**src/rtl/s1_pkg.sv**
```systemverilog
// Shared definitions for the S1 pipeline memory stage:
// access-size and write-back-source encodings, FSM states, field positions.
package s1_pkg;

  // LSB of the 5-bit destination-register field in the instruction word
  localparam int RD_LSB = 26;

  // Access size, inst[13:12]; 2'd3 behaves as a word
  localparam logic [1:0] SZ_BYTE = 2'd0;
  localparam logic [1:0] SZ_HALF = 2'd1;
  localparam logic [1:0] SZ_WORD = 2'd2;

  // Write-back source, wb_lines[2:1]; 2'd3 behaves as ALU
  localparam logic [1:0] WB_ALU  = 2'd0;
  localparam logic [1:0] WB_LOAD = 2'd1;
  localparam logic [1:0] WB_LINK = 2'd2;

  typedef enum logic [1:0] {
    ST_IDLE = 2'd0,
    ST_WAIT = 2'd1,
    ST_DONE = 2'd2
  } mem_state_t;

  // Sizes 2 and 3 are both word accesses
  function automatic logic is_word(input logic [1:0] sz);
    return sz[1];
  endfunction

endpackage

```
**src/rtl/mem_align.sv**
```systemverilog
// Combinational byte-lane steering for the memory stage.
// Ports: size_i/zext_i/addr_i select the lane; store_data_i -> be_o,
// wdata_o (lane-replicated); rdata_i -> load_o (lane-selected, extended).
module mem_align
  import s1_pkg::*;
(
  input  logic [1:0]  size_i,
  input  logic        zext_i,
  input  logic [1:0]  addr_i,
  input  logic [31:0] store_data_i,
  input  logic [31:0] rdata_i,
  output logic [3:0]  be_o,
  output logic [31:0] wdata_o,
  output logic [31:0] load_o
);

  logic [7:0]  byte_lane;
  logic [15:0] half_lane;
  logic        sext_b;
  logic        sext_h;

  assign byte_lane = rdata_i[{addr_i, 3'b000} +: 8];
  assign half_lane = addr_i[1] ? rdata_i[31:16]
                               : rdata_i[15:0];
  assign sext_b    = ~zext_i & byte_lane[7];
  assign sext_h    = ~zext_i & half_lane[15];

  always_comb begin
    be_o    = 4'b1111;
    wdata_o = store_data_i;
    load_o  = rdata_i;
    if (!is_word(size_i)) begin
      if (size_i == SZ_BYTE) begin
        be_o    = 4'b0001 << addr_i;
        wdata_o = {4{store_data_i[7:0]}};
        load_o  = {{24{sext_b}}, byte_lane};
      end else begin
        be_o    = addr_i[1] ? 4'b1100 : 4'b0011;
        wdata_o = {2{store_data_i[15:0]}};
        load_o  = {{16{sext_h}}, half_lane};
      end
    end
  end

endmodule

```
**src/rtl/mem_stage.sv**
```systemverilog
// S1 memory stage: registers execute results, runs load/store over a
// req/ack data bus while stalling upstream, and produces the write-back
// value plus the forwarding triple (forward, rd_addr, write_out).
// Ports: clk/rst (sync, active high), clk_en advance; alu_in, store_data,
// inst_in, ip_in, wb_lines_in, mem_req_in, mem_we_in from execute;
// bus_* data bus; stall, misalign, forward, rd_addr, write_out and
// buffered wb_lines_out/inst_out/ip_out towards write-back.
// Build option: MEM_STAGE_MISALIGN_TRAP_EN flags misaligned half/word
// accesses instead of silently aligning them.
module mem_stage
  import s1_pkg::*;
(
  input  logic        clk,
  input  logic        rst,
  input  logic        clk_en,
  input  logic [31:0] alu_in,
  input  logic [31:0] store_data,
  input  logic [31:0] inst_in,
  input  logic [29:0] ip_in,
  input  logic [2:0]  wb_lines_in,
  input  logic        mem_req_in,
  input  logic        mem_we_in,
  output logic        bus_req,
  output logic        bus_we,
  output logic [31:0] bus_addr,
  output logic [3:0]  bus_be,
  output logic [31:0] bus_wdata,
  input  logic        bus_ack,
  input  logic [31:0] bus_rdata,
  output logic        stall,
  output logic        misalign,
  output logic        forward,
  output logic [4:0]  rd_addr,
  output logic [31:0] write_out,
  output logic [2:0]  wb_lines_out,
  output logic [31:0] inst_out,
  output logic [29:0] ip_out
);

  logic [31:0] alu_q;
  logic [31:0] sdata_q;
  logic [31:0] inst_q;
  logic [29:0] ip_q;
  logic [2:0]  wb_q;
  logic        mreq_q;
  logic        mwe_q;
  logic [31:0] load_q;
  logic [31:0] load_d;

  mem_state_t  state_q;
  mem_state_t  state_d;

  logic        done;
  logic        capture;
  logic [1:0]  size;
  logic        mis_cond;
  logic        mis;
  logic [31:0] addr;
  logic [3:0]  be;
  logic [31:0] wdata;
  logic [31:0] load_val;

  assign size = inst_q[13:12];

  assign mis_cond = (size == SZ_HALF && alu_q[0])
                  | (is_word(size) && alu_q[1:0] != 2'b00);

`ifdef MEM_STAGE_MISALIGN_TRAP_EN
  assign mis  = mreq_q & mis_cond;
  assign addr = alu_q;
`else
  assign mis  = 1'b0;
  // Sub-natural address bits are dropped so the access stays aligned
  assign addr = {alu_q[31:2],
                 alu_q[1] & ~is_word(size),
                 alu_q[0] & (size == SZ_BYTE)};
`endif

  assign done    = (state_q == ST_DONE);
  assign stall   = mreq_q & ~done & ~mis;
  assign bus_req = stall;
  assign capture = clk_en & ~stall;

  mem_align u_align (
    .size_i       (size),
    .zext_i       (inst_q[14]),
    .addr_i       (addr[1:0]),
    .store_data_i (sdata_q),
    .rdata_i      (bus_rdata),
    .be_o         (be),
    .wdata_o      (wdata),
    .load_o       (load_val)
  );

  // Bus fields read as zero whenever no request is outstanding
  assign bus_we    = bus_req & mwe_q;
  assign bus_addr  = bus_req ? addr  : 32'd0;
  assign bus_be    = bus_req ? be    : 4'd0;
  assign bus_wdata = bus_req ? wdata : 32'd0;

  always_comb begin
    state_d = state_q;
    load_d  = load_q;
    if (bus_req && bus_ack) begin
      load_d = load_val;
    end
    unique case (state_q)
      ST_IDLE: begin
        if (bus_req) begin
          state_d = bus_ack ? ST_DONE : ST_WAIT;
        end
      end
      ST_WAIT: begin
        if (bus_ack) begin
          state_d = ST_DONE;
        end
      end
      ST_DONE: begin
        if (capture) begin
          state_d = ST_IDLE;
        end
      end
      default: state_d = ST_IDLE;
    endcase
  end

  always_ff @(posedge clk) begin
    if (rst) begin
      state_q <= ST_IDLE;
      load_q  <= 32'd0;
      alu_q   <= 32'd0;
      sdata_q <= 32'd0;
      inst_q  <= 32'd0;
      ip_q    <= 30'd0;
      wb_q    <= 3'd0;
      mreq_q  <= 1'b0;
      mwe_q   <= 1'b0;
    end else begin
      state_q <= state_d;
      load_q  <= load_d;
      if (capture) begin
        alu_q   <= alu_in;
        sdata_q <= store_data;
        inst_q  <= inst_in;
        ip_q    <= ip_in;
        wb_q    <= wb_lines_in;
        mreq_q  <= mem_req_in;
        mwe_q   <= mem_we_in;
      end
    end
  end

  always_comb begin
    unique case (wb_q[2:1])
      WB_LOAD: write_out = load_q;
      WB_LINK: write_out = {ip_q + 30'd1, 2'b00};
      default: write_out = alu_q;
    endcase
  end

  assign misalign     = mis;
  assign forward      = wb_q[0] & ~stall & ~mis;
  assign rd_addr      = inst_q[RD_LSB+4:RD_LSB];
  assign wb_lines_out = {wb_q[2:1], wb_q[0] & ~mis};
  assign inst_out     = inst_q;
  assign ip_out       = ip_q;

endmodule

```
**config.mk**
```make
export PLATFORM = sky130hd
export DESIGN_NAME = mem_stage
export DESIGN_NICKNAME = d
export VERILOG_FILES = /design/src/rtl/s1_pkg.sv /design/src/rtl/mem_align.sv /design/src/rtl/mem_stage.sv
export SDC_FILE = /design/constraint.sdc
export NUM_CORES = 1
export LEC_CHECK = 0
export ABC_CLOCK_PERIOD_IN_PS = 2400
export CORE_UTILIZATION = 43
export DETAILED_ROUTE_END_ITERATION = 12
export GPL_TIMING_DRIVEN = 0
export PLACE_DENSITY = 0.8
export SYNTH_ARGS = -nofsm -noshare
export SYNTH_HDL_FRONTEND = slang
export SYNTH_SLANG_ARGS = --single-unit
```
**constraint.sdc**
```tcl
create_clock -name clk -period 2.4 [get_ports clk]
set_input_delay 0.36 -clock clk [delete_from_list [all_inputs] [get_ports clk]]
set_output_delay 0.36 -clock clk [all_outputs]
set_load 0.03 [all_outputs]
```
==> impl_metrics.prom, run 1 <==
# TYPE chip_impl_metric gauge
chip_impl_info{name="worst_setup_path_start_kind",value="flop"} 1
chip_impl_metric{name="drtAntennaViolNets",unit=""} 0
chip_impl_metric{name="maximum_number_of_pins_on_one_net_before_global_route_repair",unit=""} 20
chip_impl_metric{name="ctsHtreeMaxLevel",unit=""} 4
chip_impl_metric{name="power.sequential.fraction",unit=""} 0.388
chip_impl_metric{name="critical_path_peak_fanout",unit=""} 8
chip_impl_metric{name="place.port_buffers",unit=""} 339
chip_impl_metric{name="yosys.area_share.xor_xnor",unit=""} 0.02874
chip_impl_metric{name="placed_cell_area",unit="um^2"} 11960
chip_impl_metric{name="antenna_found_initial",unit=""} 3
chip_impl_metric{name="p_int",unit="uW"} 5501
chip_impl_info{name="mostFrequentLayoutCells",value="361 x sky130_fd_sc_hd__nand2_1, 235 x sky130_fd_sc_hd__clkdlybuf4s50_1, 150 x sky130_fd_sc_hd__a21oi_1"} 1
chip_impl_metric{name="report.final.setup_viol",unit=""} 18
chip_impl_metric{name="synthesis.yosys.warnings",unit=""} 0
chip_impl_metric{name="fmax",unit="GHz"} 0.3805
chip_impl_metric{name="detail_route.vias_per_cell",unit=""} 5.606
chip_impl_metric{name="cts-buffers-inserted",unit=""} 17
chip_impl_info{name="grt_setup_unrepaired",value="yes"} 1
chip_impl_info{name="layout_commonest_cell",value="sky130_fd_sc_hd__nand2_1"} 1
chip_impl_metric{name="synth_seq_cells",unit=""} 165
chip_impl_metric{name="globalRoute.totalOverflow",unit=""} 0
chip_impl_metric{name="dieArea",unit="um^2"} 19700
chip_impl_metric{name="detail_route.wl_per_cell",unit="um"} 19.74
chip_impl_metric{name="route.vias.total",unit=""} 9743
chip_impl_metric{name="final_area",unit="um^2"} 13160
chip_impl_metric{name="drt-total-wl",unit="um"} 34300
chip_impl_metric{name="clock_power_share",unit=""} 0.366
chip_impl_info{name="timing.critical_path.slowest_stage_cell",value="sky130_fd_sc_hd__dfxtp_4"} 1
chip_impl_info{name="largest_family_of_logic_cells_by_synthesized_area",value="simple AND/OR/NAND/NOR gates"} 1
chip_impl_metric{name="synth_seq_area_share",unit=""} 0.4014
chip_impl_metric{name="min_period_over_period",unit=""} 1.095
chip_impl_metric{name="first_global_vias",unit=""} 9276
chip_impl_metric{name="synth-edff-count",unit=""} 0
chip_impl_metric{name="core_region_area",unit="um^2"} 18710
chip_impl_info{name="clockRootBuffer",value="sky130_fd_sc_hd__clkbuf_16"} 1
chip_impl_metric{name="route.detailed.drc",unit=""} 0
chip_impl_metric{name="floorplan.die.width",unit="um"} 140.3
chip_impl_metric{name="worstPathBufferInverterCount",unit=""} 2
chip_impl_metric{name="floorplan.initialDensity",unit=""} 0.4399
chip_impl_metric{name="cts.sink_count",unit=""} 165
chip_impl_metric{name="clock_tree.buffer_depth",unit=""} 2
chip_impl_metric{name="post_route_cells_drive_above_1_share",unit=""} 0.1897
chip_impl_info{name="critical-path-top-delay-family",value="simple AND/OR/NAND/NOR gates"} 1
chip_impl_metric{name="timing.final.max_slew_violations",unit=""} 0
chip_impl_info{name="class_of_the_most_critical_setup_path",value="reg -> out"} 1
chip_impl_info{name="violations",value="setup timing"} 1
chip_impl_metric{name="worst_ir_drop_vdd",unit="mV"} 0.5392
chip_impl_metric{name="period_minus_slack",unit="ps"} 2628
chip_impl_metric{name="nFillCells",unit=""} 1528
chip_impl_metric{name="worst-r2r-setup-slack",unit="ps"} 230
chip_impl_metric{name="dp_hpwl",unit="um"} 24530
chip_impl_info{name="yosysTopAreaCell",value="sky130_fd_sc_hd__dfxtp_1"} 1
chip_impl_metric{name="syn_avg_cell_area",unit="um^2"} 7.474
chip_impl_metric{name="first_pass_iters",unit=""} 6
chip_impl_metric{name="fin_total_pwr",unit="uW"} 7914
chip_impl_metric{name="final_core_util",unit=""} 0.7037
chip_impl_metric{name="comb_power_share",unit=""} 0.246
chip_impl_metric{name="place.gp.congestion",unit=""} 0.9281
chip_impl_info{name="critPathMostFrequentCell",value="sky130_fd_sc_hd__buf_6"} 1
chip_impl_metric{name="yosys.area_share.simple",unit=""} 0.2813
chip_impl_metric{name="synthToLayoutAreaGrowth",unit="%"} 59.95
chip_impl_info{name="cp_cell_sequence",value="nand4_4, nor4_4, buf_6, nand3_4, xor2_2, o221ai_2, buf_6"} 1
chip_impl_metric{name="max-cap-violations",unit=""} 0
chip_impl_info{name="outcome",value="complete, but fails checks"} 1
chip_impl_metric{name="switching_share",unit=""} 0.3050
chip_impl_metric{name="insertion_delay",unit="ps"} 430
chip_impl_metric{name="rows",unit=""} 50
chip_impl_metric{name="finish.net_count",unit=""} 1661
chip_impl_info{name="tritoncts_clock_tree",value="done"} 1
chip_impl_metric{name="final.hold.worst_slack",unit="ps"} 453.9
chip_impl_metric{name="pleak",unit="uW"} 0.005335
chip_impl_metric{name="slew_limit_headroom",unit=""} 0.4682
chip_impl_info{name="cp-end-kind",value="output port"} 1
chip_impl_metric{name="ios",unit=""} 342
chip_impl_metric{name="hold_viol_final",unit=""} 0
chip_impl_metric{name="layout_setup_ws",unit="ps"} -227.9
chip_impl_info{name="ys_top_cells_by_area",value="sky130_fd_sc_hd__dfxtp_1 40%, sky130_fd_sc_hd__nand2_1 17%, sky130_fd_sc_hd__a21oi_1 9.2%"} 1
chip_impl_metric{name="synth.mux.area_fraction",unit=""} 0.04136
chip_impl_metric{name="cp.required",unit="ps"} 2040
chip_impl_metric{name="critPathArrivalTime",unit="ps"} 2270
chip_impl_metric{name="hold_buffers",unit=""} 0
chip_impl_metric{name="synth-compound-area-share",unit=""} 0.1853
chip_impl_metric{name="ys_types",unit=""} 52
chip_impl_metric{name="power.density_cell_area",unit="nW/um^2"} 601.3
chip_impl_metric{name="grt_usage",unit=""} 0.3376
chip_impl_metric{name="initialDrtViolationCount",unit=""} 826
chip_impl_metric{name="path_clk_slew",unit="ps"} 70
chip_impl_metric{name="fin_skew",unit="ps"} 7.747
chip_impl_metric{name="setup-tns-final",unit="ps"} -2669
chip_impl_metric{name="yosys.area.top_type_share",unit=""} 0.4014
chip_impl_metric{name="post_synth_instance_area",unit="um^2"} 8229
chip_impl_metric{name="netSwitchingPower",unit="uW"} 2414
chip_impl_info{name="postSynth.topFlopCell",value="sky130_fd_sc_hd__dfxtp_1"} 1
chip_impl_metric{name="die_height",unit="um"} 140.3
chip_impl_info{name="path_category_of_the_worst_min_delay_check",value="reg -> reg"} 1
chip_impl_metric{name="tightest_slew",unit="ps"} 797.7
chip_impl_metric{name="synth_fa_ha_area_frac",unit=""} 0.004561
chip_impl_metric{name="global_route_wire_length_before_repair",unit="um"} 50800
chip_impl_metric{name="synthCells",unit=""} 1101
chip_impl_metric{name="ys_async_sr_fraction",unit=""} 0
chip_impl_metric{name="synth.net_count",unit=""} 1271
chip_impl_metric{name="critical_path.max_stage_delay",unit="ps"} 380
==> tightest hold or removal path, stage by stage (launching register included) <==
cell	delay (ps)
sky130_fd_sc_hd__dfxtp_1	310
sky130_fd_sc_hd__nand2_1	50
sky130_fd_sc_hd__a21oi_1	50
==> metrics by stage <==
| stage | setup slack, ps | std cells |
|---|---|---|
| after floorplan | 41.50 | 1101 |
| after global placement | -614.8 | 1674 |
| after detailed placement | -666.3 | 1674 |
| after CTS | -209.0 | 1729 |
| after global routing | -271.6 | 1737 |
| final | -227.9 | 1738 |
==> sequential cells by signal, indices dropped and copies added (netlist names) <==
name / cells
alu_q: 32
inst_out: 32
ip_out: 30
load_q: 32
mreq_q: 1
mwe_q: 1
sdata_q: 32
state_q: 2
wb_lines_out: 3
==> power groups by stage <==
stage | Sequential (uW) | Clock (uW) | Combinational, uW
global placement | 3120 | 0 | 1790
CTS | 3060 | 2910 | 1880
detailed placement | 3130 | 0 | 1810
finish | 3070 | 2900 | 1940
floorplan | 3210 | 0 | 861
global route | 3090 | 3030 | 2060
==> what timing repair did <==
| action | CTS | global route |
|---|---|---|
| buffers inserted | 26 | 8 |
| endpoints found under the setup margin | 104 | 91 |
| gates cloned | 1 | 0 |
| pin swaps | 16 | 16 |
| gates resized for setup | 419 | 112 |
==> cell usage after synthesis, drive strengths merged, types with 4 or more instances <==
cell,instances
a22oi,7
xor2,20
o211ai,7
buf,38
a2111oi,7
nor3b,7
o21ai,15
nand4,8
mux2,8
nand3,12
o221ai,20
nor4,5
inv,10
mux2i,25
nand2,365
clkbuf,59
xnor2,7
dfxtp,165
and3,43
nand2b,4
nor3,4
nor2,74
a211oi,20
a21oi,151
==> cell type report <==
cell class | count | area (um^2) | area share
multi-input combinational | 829 | 4773 | 0.3626
tap | 234 | 292.8 | 0.02224
inverter | 10 | 37.54 | 0.002852
antenna | 2 | 5.005 | 0.0003802
clock inverter | 8 | 150.1 | 0.01141
sequential | 165 | 3379 | 0.2567
clock buffer | 22 | 454.2 | 0.03451
timing repair buffer | 374 | 3557 | 0.2702
buffer | 94 | 513.0 | 0.03897
==> cells by family (layout without fill, tap and decap cells) <==
kind of cell               Yosys count  in the layout
and+or+nand+nor                    533            533
AOI/OAI and AO/OA                  232            232
DFF                                165            165
buffers and inverters              107            508
muxes                               33             33
xor gates and xnor gates            27             27
adders and majority gates            3              3
other                                1              3
==> path summary, 6_finish.rpt <==
kind           startpoint            end  cells past startpoint
min          inst_out[20]   inst_out[20]                      2
max            ip_out[10]  write_out[19]                      7
max reg2reg    state_q[0]     sdata_q[4]                      8
min reg2reg  inst_out[20]   inst_out[20]                      2
==> per-layer routing <==
layer  share of wire  wire length [um]  GRT usage  vias up
li1                -                 -          -     4490
met3           0.095              3253    0.08615       91
met2            0.49             16650     0.5758      571
met1            0.38             13060     0.3971     4589
met4           0.039              1322     0.1562        2
met5         0.00050                17          0        -
Power figures use the tool's default switching activity.
==> run 2, diff against run 1 <==
RECOVER_POWER = 100   (was unset)
==> run 2 against run 1 <==
  * The flow still finishes with violations (setup timing)
  * Core utilization barely moved
  * Fmax barely moved
  * Clock power barely moved
  * Count of clock-buffer cells in the layout did not move
  * Sequential share of layout area barely moved
  * Global-route usage did not move
  * Wire length rose by 0.17%
  * Critical endpoint unchanged
==> impl_metrics.prom, run 2 (synthesis results as in run 1) <==
# TYPE chip_impl_metric gauge
chip_impl_info{name="outcome",value="complete, but fails checks"} 1
chip_impl_info{name="violations",value="setup timing"} 1
chip_impl_metric{name="ctsHtreeMaxLevel",unit=""} 4
chip_impl_metric{name="final_area",unit="um^2"} 13160
chip_impl_metric{name="maximum_number_of_pins_on_one_net_before_global_route_repair",unit=""} 20
chip_impl_metric{name="report.final.setup_viol",unit=""} 26
chip_impl_metric{name="clock_tree.buffer_depth",unit=""} 2
chip_impl_metric{name="slew_limit_headroom",unit=""} 0.4633
chip_impl_metric{name="finish.net_count",unit=""} 1661
chip_impl_metric{name="dieArea",unit="um^2"} 19700
chip_impl_info{name="cp_cell_sequence",value="nand4_4, nor4_4, buf_6, nand3_4, xor2_2, o221ai_2, buf_6"} 1
chip_impl_info{name="worst_setup_path_start_kind",value="flop"} 1
chip_impl_metric{name="fin_skew",unit="ps"} 7.986
chip_impl_info{name="layout_commonest_cell",value="sky130_fd_sc_hd__nand2_1"} 1
chip_impl_info{name="tritoncts_clock_tree",value="done"} 1
chip_impl_info{name="timing.critical_path.slowest_stage_cell",value="sky130_fd_sc_hd__dfxtp_4"} 1
chip_impl_metric{name="first_pass_iters",unit=""} 5
chip_impl_metric{name="timing.final.max_slew_violations",unit=""} 0
chip_impl_metric{name="synthToLayoutAreaGrowth",unit="%"} 59.89
chip_impl_metric{name="core_region_area",unit="um^2"} 18710
chip_impl_info{name="class_of_the_most_critical_setup_path",value="reg -> out"} 1
chip_impl_metric{name="dp_worst_setup_slack",unit="ps"} -666.3
chip_impl_metric{name="detail_route.wl_per_cell",unit="um"} 19.77
chip_impl_metric{name="layout_setup_ws",unit="ps"} -226.4
chip_impl_metric{name="hold_buffers",unit=""} 0
chip_impl_info{name="mostFrequentLayoutCells",value="361 x sky130_fd_sc_hd__nand2_1, 211 x sky130_fd_sc_hd__clkdlybuf4s50_1, 150 x sky130_fd_sc_hd__a21oi_1"} 1
chip_impl_metric{name="floorplan.initialDensity",unit=""} 0.4399
chip_impl_metric{name="drt-total-wl",unit="um"} 34360
chip_impl_metric{name="pleak",unit="uW"} 0.005397
chip_impl_metric{name="insertion_delay",unit="ps"} 430
chip_impl_metric{name="ff2ff_path_depth",unit=""} 7
chip_impl_metric{name="worst-path-stages",unit=""} 7
chip_impl_info{name="critical-path-top-delay-family",value="simple AND/OR/NAND/NOR gates"} 1
chip_impl_metric{name="route.vias.total",unit=""} 9719
chip_impl_metric{name="first_global_vias",unit=""} 9276
chip_impl_metric{name="max-cap-violations",unit=""} 0
chip_impl_info{name="cp-end-kind",value="output port"} 1
chip_impl_metric{name="cts.sink_count",unit=""} 165
chip_impl_metric{name="critical_path.max_stage_delay",unit="ps"} 380
chip_impl_metric{name="placed_cell_area",unit="um^2"} 11960
chip_impl_info{name="grt_setup_unrepaired",value="yes"} 1
chip_impl_metric{name="rows",unit=""} 50
chip_impl_metric{name="worst_ir_drop_vdd",unit="mV"} 0.5384
chip_impl_metric{name="holdPathStages",unit=""} 2
chip_impl_metric{name="globalRoute.totalOverflow",unit=""} 0
chip_impl_metric{name="worstPathBufferInverterCount",unit=""} 2
chip_impl_metric{name="place.gp.congestion",unit=""} 0.9281
chip_impl_metric{name="path_clk_slew",unit="ps"} 70
chip_impl_metric{name="floorplan.die.width",unit="um"} 140.3
chip_impl_metric{name="antenna_found_initial",unit=""} 3
chip_impl_metric{name="place.port_buffers",unit=""} 339
chip_impl_info{name="clockRootBuffer",value="sky130_fd_sc_hd__clkbuf_16"} 1
chip_impl_metric{name="dp_hpwl",unit="um"} 24530
chip_impl_info{name="critPathMostFrequentCell",value="sky130_fd_sc_hd__buf_6"} 1
chip_impl_metric{name="cts-buffers-inserted",unit=""} 17
chip_impl_metric{name="die_height",unit="um"} 140.3
chip_impl_info{name="path_category_of_the_worst_min_delay_check",value="reg -> reg"} 1
chip_impl_metric{name="fmax",unit="GHz"} 0.3807
chip_impl_metric{name="fin_total_pwr",unit="uW"} 7908
chip_impl_metric{name="post_route_cells_drive_above_1_share",unit=""} 0.1871
chip_impl_metric{name="global_route_wire_length_before_repair",unit="um"} 50800
chip_impl_metric{name="setup-tns-final",unit="ps"} -3063
chip_impl_metric{name="min_period_over_period",unit=""} 1.094
chip_impl_metric{name="critPathArrivalTime",unit="ps"} 2270
chip_impl_metric{name="period_minus_slack",unit="ps"} 2626
chip_impl_metric{name="critical_path_peak_fanout",unit=""} 8
chip_impl_metric{name="grt_usage",unit=""} 0.3376
chip_impl_metric{name="tightest_slew",unit="ps"} 805.0
chip_impl_metric{name="power.density_cell_area",unit="nW/um^2"} 601.0
chip_impl_metric{name="cp.required",unit="ps"} 2040
chip_impl_metric{name="detail_route.vias_per_cell",unit=""} 5.592
chip_impl_metric{name="ios",unit=""} 342
chip_impl_metric{name="hold_viol_final",unit=""} 0
chip_impl_metric{name="initialDrtViolationCount",unit=""} 853
chip_impl_metric{name="drtAntennaViolNets",unit=""} 0
chip_impl_metric{name="route.detailed.drc",unit=""} 0
## run 2: cell count changes in the layout (fill, tap and decap cells not counted)
cell / delta
sky130_fd_sc_hd__clkdlybuf4s50_1: -24
sky130_fd_sc_hd__dlygate4sd3_1: +24
sky130_fd_sc_hd__buf_2: -2
sky130_fd_sc_hd__clkbuf_1: +2
sky130_fd_sc_hd__and2_0: +1
sky130_fd_sc_hd__and2_1: -1
sky130_fd_sc_hd__inv_1: +1
sky130_fd_sc_hd__inv_2: -1
sky130_fd_sc_hd__nand2b_1: +1
sky130_fd_sc_hd__nand2b_2: -1
## run 2: cell type report
cell class	count	area (um^2)
Timing Repair Buffer	374	3557
Tap cell	234	292.8
Fill cell	1531	5548
Antenna cell	2	5.005
Clock inverter	8	150.1
Multi-Input combinational cell	829	4771
Clock buffer	22	454.2
Sequential cell	165	3379
Buffer	94	510.5
Inverter	10	37.54
## run 2: layer usage
layer,share of wire,global-route usage,wire (um),vias up
met2,0.48,0.5758,16560,576
met4,0.039,0.1562,1350,2
met5,0.00049,0,17,-
met1,0.38,0.3971,12960,4564
met3,0.10,0.08615,3471,93
li1,-,-,-,4484
## run 2: worst paths after layout
check | from | end | slack (ps)
worst min register to register | inst_out[7] | inst_out[7] | 450
worst max register to register | state_q[0] | load_q[14] | 210
worst min-delay path | inst_out[7] | inst_out[7] | 450
worst max-delay path | ip_out[10] | write_out[19] | -230
## run 2: what timing repair did
action	CTS	global route
buffers inserted	26	8
pin swaps	16	16
endpoints found under the hold margin	0	0
endpoints found under the setup margin	104	91
cloned	1	0
gates resized for setup	419	112
## run 2: worst register-to-register path, stage by stage (launching register included)
cell                        delay, ps
sky130_fd_sc_hd__dfxtp_1          330
sky130_fd_sc_hd__nand2b_1         240
sky130_fd_sc_hd__nand2_1          210
sky130_fd_sc_hd__inv_1            170
sky130_fd_sc_hd__nand2_1          310
sky130_fd_sc_hd__clkbuf_1         450
sky130_fd_sc_hd__nor3b_1          110
sky130_fd_sc_hd__a2111oi_1        260
## run 2: power breakdown
part	total [uW]	internal [uW]	leakage, uW	switching [uW]
sequential	3070	2910	0.00137	164
combinational	1930	819	0.00374	1120
clock	2900	1760	0.000291	1140
total	7910	5490	0.00540	2420
## run 2: stage by stage
step	utilization	hold slack (ps)	instances
final	0.7034	449.9	1738
after global routing	0.7033	467.3	1737
after CTS	0.6938	435.4	1729
after detailed placement	0.6391	445.7	1674
after global placement	0.6391	432.3	1674
after floorplan	-	423.2	1101
==> run 3, diff against run 2 <==
==> constraint.sdc (replaced) <==
create_clock -name clk -period 2.4 [get_ports clk]
set_input_delay 0.36 -clock clk [delete_from_list [all_inputs] [get_ports clk]]
set_output_delay 0.36 -clock clk [all_outputs]
set_load 0.05 [all_outputs]
==> run 3 against run 2 <==
  * The run still ends with setup timing left
  * Sequential power about the same
  * Sequential cell count did not move
  * Core utilization rose by 0.15 points
  * Worst hold slack improved by 1.4 ps
  * Critical endpoint is now write_out[31]
  * Global-route usage down 0.26 points
  * Cell count shrank 0.69%
  * Clock skew up 0.78 ps
  * Final area rose by 0.22%
  * Largest cell class unchanged
==> impl_metrics.prom, run 3 (synthesis results as in run 1) <==
# TYPE chip_impl_metric gauge
chip_impl_metric{name="layout_setup_ws",unit="ps"} -214.3
chip_impl_metric{name="maximum_number_of_pins_on_one_net_before_global_route_repair",unit=""} 20
chip_impl_metric{name="holdPathStages",unit=""} 2
chip_impl_info{name="mostFrequentLayoutCells",value="362 x sky130_fd_sc_hd__nand2_1, 175 x sky130_fd_sc_hd__clkdlybuf4s50_1, 144 x sky130_fd_sc_hd__a21oi_1"} 1
chip_impl_metric{name="nFillCells",unit=""} 1522
chip_impl_metric{name="insertion_delay",unit="ps"} 430
chip_impl_metric{name="cts.sink_count",unit=""} 165
chip_impl_metric{name="floorplan.die.width",unit="um"} 140.3
chip_impl_metric{name="report.final.setup_viol",unit=""} 55
chip_impl_metric{name="place.gp.congestion",unit=""} 0.9443
chip_impl_metric{name="critPathArrivalTime",unit="ps"} 2250
chip_impl_metric{name="critical_path_peak_fanout",unit=""} 9
chip_impl_metric{name="min_period_over_period",unit=""} 1.089
chip_impl_metric{name="period_minus_slack",unit="ps"} 2614
chip_impl_metric{name="setup-tns-final",unit="ps"} -7165
chip_impl_metric{name="core_region_area",unit="um^2"} 18710
chip_impl_metric{name="dp_cells",unit=""} 1674
chip_impl_metric{name="detail_route.vias_per_cell",unit=""} 5.559
chip_impl_metric{name="route.vias.total",unit=""} 9594
chip_impl_metric{name="synthToLayoutAreaGrowth",unit="%"} 60.24
chip_impl_metric{name="area_occupied_by_multi_input_gates",unit="um^2"} 4987
chip_impl_metric{name="ctsHtreeMaxLevel",unit=""} 4
chip_impl_metric{name="timing.final.max_slew_violations",unit=""} 0
chip_impl_metric{name="tightest_slew",unit="ps"} 863.5
chip_impl_metric{name="worst_ir_drop_vdd",unit="mV"} 0.5070
chip_impl_metric{name="globalRoute.totalOverflow",unit=""} 0
chip_impl_info{name="cp-end-kind",value="output port"} 1
chip_impl_metric{name="detail_route.wl_per_cell",unit="um"} 19.64
chip_impl_metric{name="slew_limit_headroom",unit=""} 0.4183
chip_impl_info{name="worst_setup_path_start_kind",value="flop"} 1
chip_impl_info{name="violations",value="setup timing"} 1
chip_impl_metric{name="rows",unit=""} 50
chip_impl_metric{name="fmax",unit="GHz"} 0.3825
chip_impl_metric{name="dieArea",unit="um^2"} 19700
chip_impl_metric{name="drtAntennaViolNets",unit=""} 0
chip_impl_info{name="class_of_the_most_critical_setup_path",value="reg -> out"} 1
chip_impl_metric{name="floorplan.initialDensity",unit=""} 0.4399
chip_impl_info{name="path_category_of_the_worst_min_delay_check",value="reg -> reg"} 1
chip_impl_info{name="clockRootBuffer",value="sky130_fd_sc_hd__clkbuf_16"} 1
chip_impl_metric{name="initialDrtViolationCount",unit=""} 691
chip_impl_metric{name="layout.cells.non_filler",unit=""} 1726
chip_impl_metric{name="cp.required",unit="ps"} 2040
chip_impl_metric{name="clock_tree.buffer_depth",unit=""} 2
chip_impl_metric{name="drt-total-wl",unit="um"} 33910
chip_impl_metric{name="first_global_vias",unit=""} 9172
chip_impl_metric{name="final_area",unit="um^2"} 13190
chip_impl_info{name="layout_commonest_cell",value="sky130_fd_sc_hd__nand2_1"} 1
chip_impl_metric{name="hold_viol_final",unit=""} 0
chip_impl_metric{name="route.detailed.drc",unit=""} 0
chip_impl_info{name="tritoncts_clock_tree",value="done"} 1
chip_impl_metric{name="power.density_cell_area",unit="nW/um^2"} 620.3
chip_impl_metric{name="finish.net_count",unit=""} 1649
chip_impl_info{name="grt_setup_unrepaired",value="yes"} 1
chip_impl_metric{name="max-cap-violations",unit=""} 0
chip_impl_metric{name="global_route_wire_length_before_repair",unit="um"} 50340
chip_impl_metric{name="seqCellArea",unit="um^2"} 3368
chip_impl_metric{name="final_core_util",unit=""} 0.7050
chip_impl_metric{name="hold_buffers",unit=""} 0
chip_impl_metric{name="place.port_buffers",unit=""} 339
chip_impl_metric{name="placed_cell_area",unit="um^2"} 12140
chip_impl_metric{name="post_route_cells_drive_above_1_share",unit=""} 0.2272
chip_impl_metric{name="cts-buffers-inserted",unit=""} 17
chip_impl_info{name="outcome",value="complete, but fails checks"} 1
chip_impl_metric{name="pleak",unit="uW"} 0.005349
chip_impl_metric{name="num_antenna_cells",unit=""} 0
chip_impl_metric{name="fin_total_pwr",unit="uW"} 8179
chip_impl_metric{name="dp_hpwl",unit="um"} 25060
chip_impl_metric{name="ff2ff_path_depth",unit=""} 8
chip_impl_metric{name="fin_skew",unit="ps"} 8.769
chip_impl_metric{name="first_pass_iters",unit=""} 5
chip_impl_metric{name="path_clk_slew",unit="ps"} 70
chip_impl_metric{name="ios",unit=""} 342
chip_impl_metric{name="die_height",unit="um"} 140.3
chip_impl_metric{name="grt_usage",unit=""} 0.3350
chip_impl_metric{name="antenna_found_initial",unit=""} 1
run 3: changes by cell type in the layout (fill, tap and decap cells not counted), moves of 8 or more:
| cell | before | now |
|---|---|---|
| sky130_fd_sc_hd__clkdlybuf4s15_2 | 14 | 6 |
| sky130_fd_sc_hd__buf_6 | 23 | 33 |
| sky130_fd_sc_hd__nor2_2 | 1 | 21 |
| sky130_fd_sc_hd__nor2_1 | 71 | 51 |
| sky130_fd_sc_hd__dlygate4sd3_1 | 24 | 60 |
| sky130_fd_sc_hd__dlymetal6s2s_1 | 8 | 0 |
| sky130_fd_sc_hd__buf_4 | 58 | 44 |
| sky130_fd_sc_hd__clkdlybuf4s50_1 | 211 | 175 |
| sky130_fd_sc_hd__o21ai_2 | 2 | 10 |
| sky130_fd_sc_hd__clkbuf_2 | 31 | 19 |
| sky130_fd_sc_hd__dlygate4sd2_1 | 18 | 6 |
| sky130_fd_sc_hd__buf_2 | 21 | 51 |
run 3: layer usage:
layer,up-vias,GRT usage,part of all wire
met3,101,0.08581,0.094
met1,4517,0.3956,0.38
met4,2,0.1706,0.049
met5,-,0,0.00038
met2,500,0.5621,0.48
li1,4474,-,-
run 3: area by class of cell:
cell class / count / area share
multi-input combinational: 829 / 0.3782
sequential: 165 / 0.2554
timing repair buffer: 362 / 0.2549
buffer: 94 / 0.03938
clock buffer: 19 / 0.03435
tap: 234 / 0.02220
clock inverter: 13 / 0.01271
inverter: 10 / 0.002847
run 3: path summary, 6_finish.rpt:
path,end,slack (ps),from
setup / recovery,write_out[31],-210,ip_out[0]
hold / removal,inst_out[5],450,inst_out[5]
hold reg to reg,inst_out[5],450,inst_out[5]
setup reg to reg,load_q[21],-90,alu_q[1]
run 3: critical path: stages (launching register included):
cell and delay [ps]:
sky130_fd_sc_hd__dfxtp_4 370, sky130_fd_sc_hd__buf_4 120, sky130_fd_sc_hd__nand4_4 120, sky130_fd_sc_hd__nor4_4 250
sky130_fd_sc_hd__buf_6 180, sky130_fd_sc_hd__nand4_1 170, sky130_fd_sc_hd__xor2_1 210, sky130_fd_sc_hd__o221ai_2 180
sky130_fd_sc_hd__buf_6 190
run 3: metrics by stage:
| step | hold WS [ps] | setup slack (ps) |
|---|---|---|
| final | 451.3 | -214.3 |
| after global routing | 462.3 | -297.5 |
| after detailed placement | 446.2 | -760.5 |
| after CTS | 455.6 | -272.3 |
| after global placement | 436.5 | -731.5 |
| after floorplan | 423.2 | -281.4 |
run 3: timing repair:
item / CTS / global route
endpoints found under the setup margin: 104 / 88
hold endpoints to repair: 0 / 0
gates cloned: 1 / 0
pin swaps: 10 / 14
setup buffers: 10 / 12
resized for setup: 541 / 131
run 3: power breakdown:
group	switching [uW]	internal, uW	total, uW
clock	1210	1710	2920
combinational	1360	817	2180
sequential	174	2910	3080
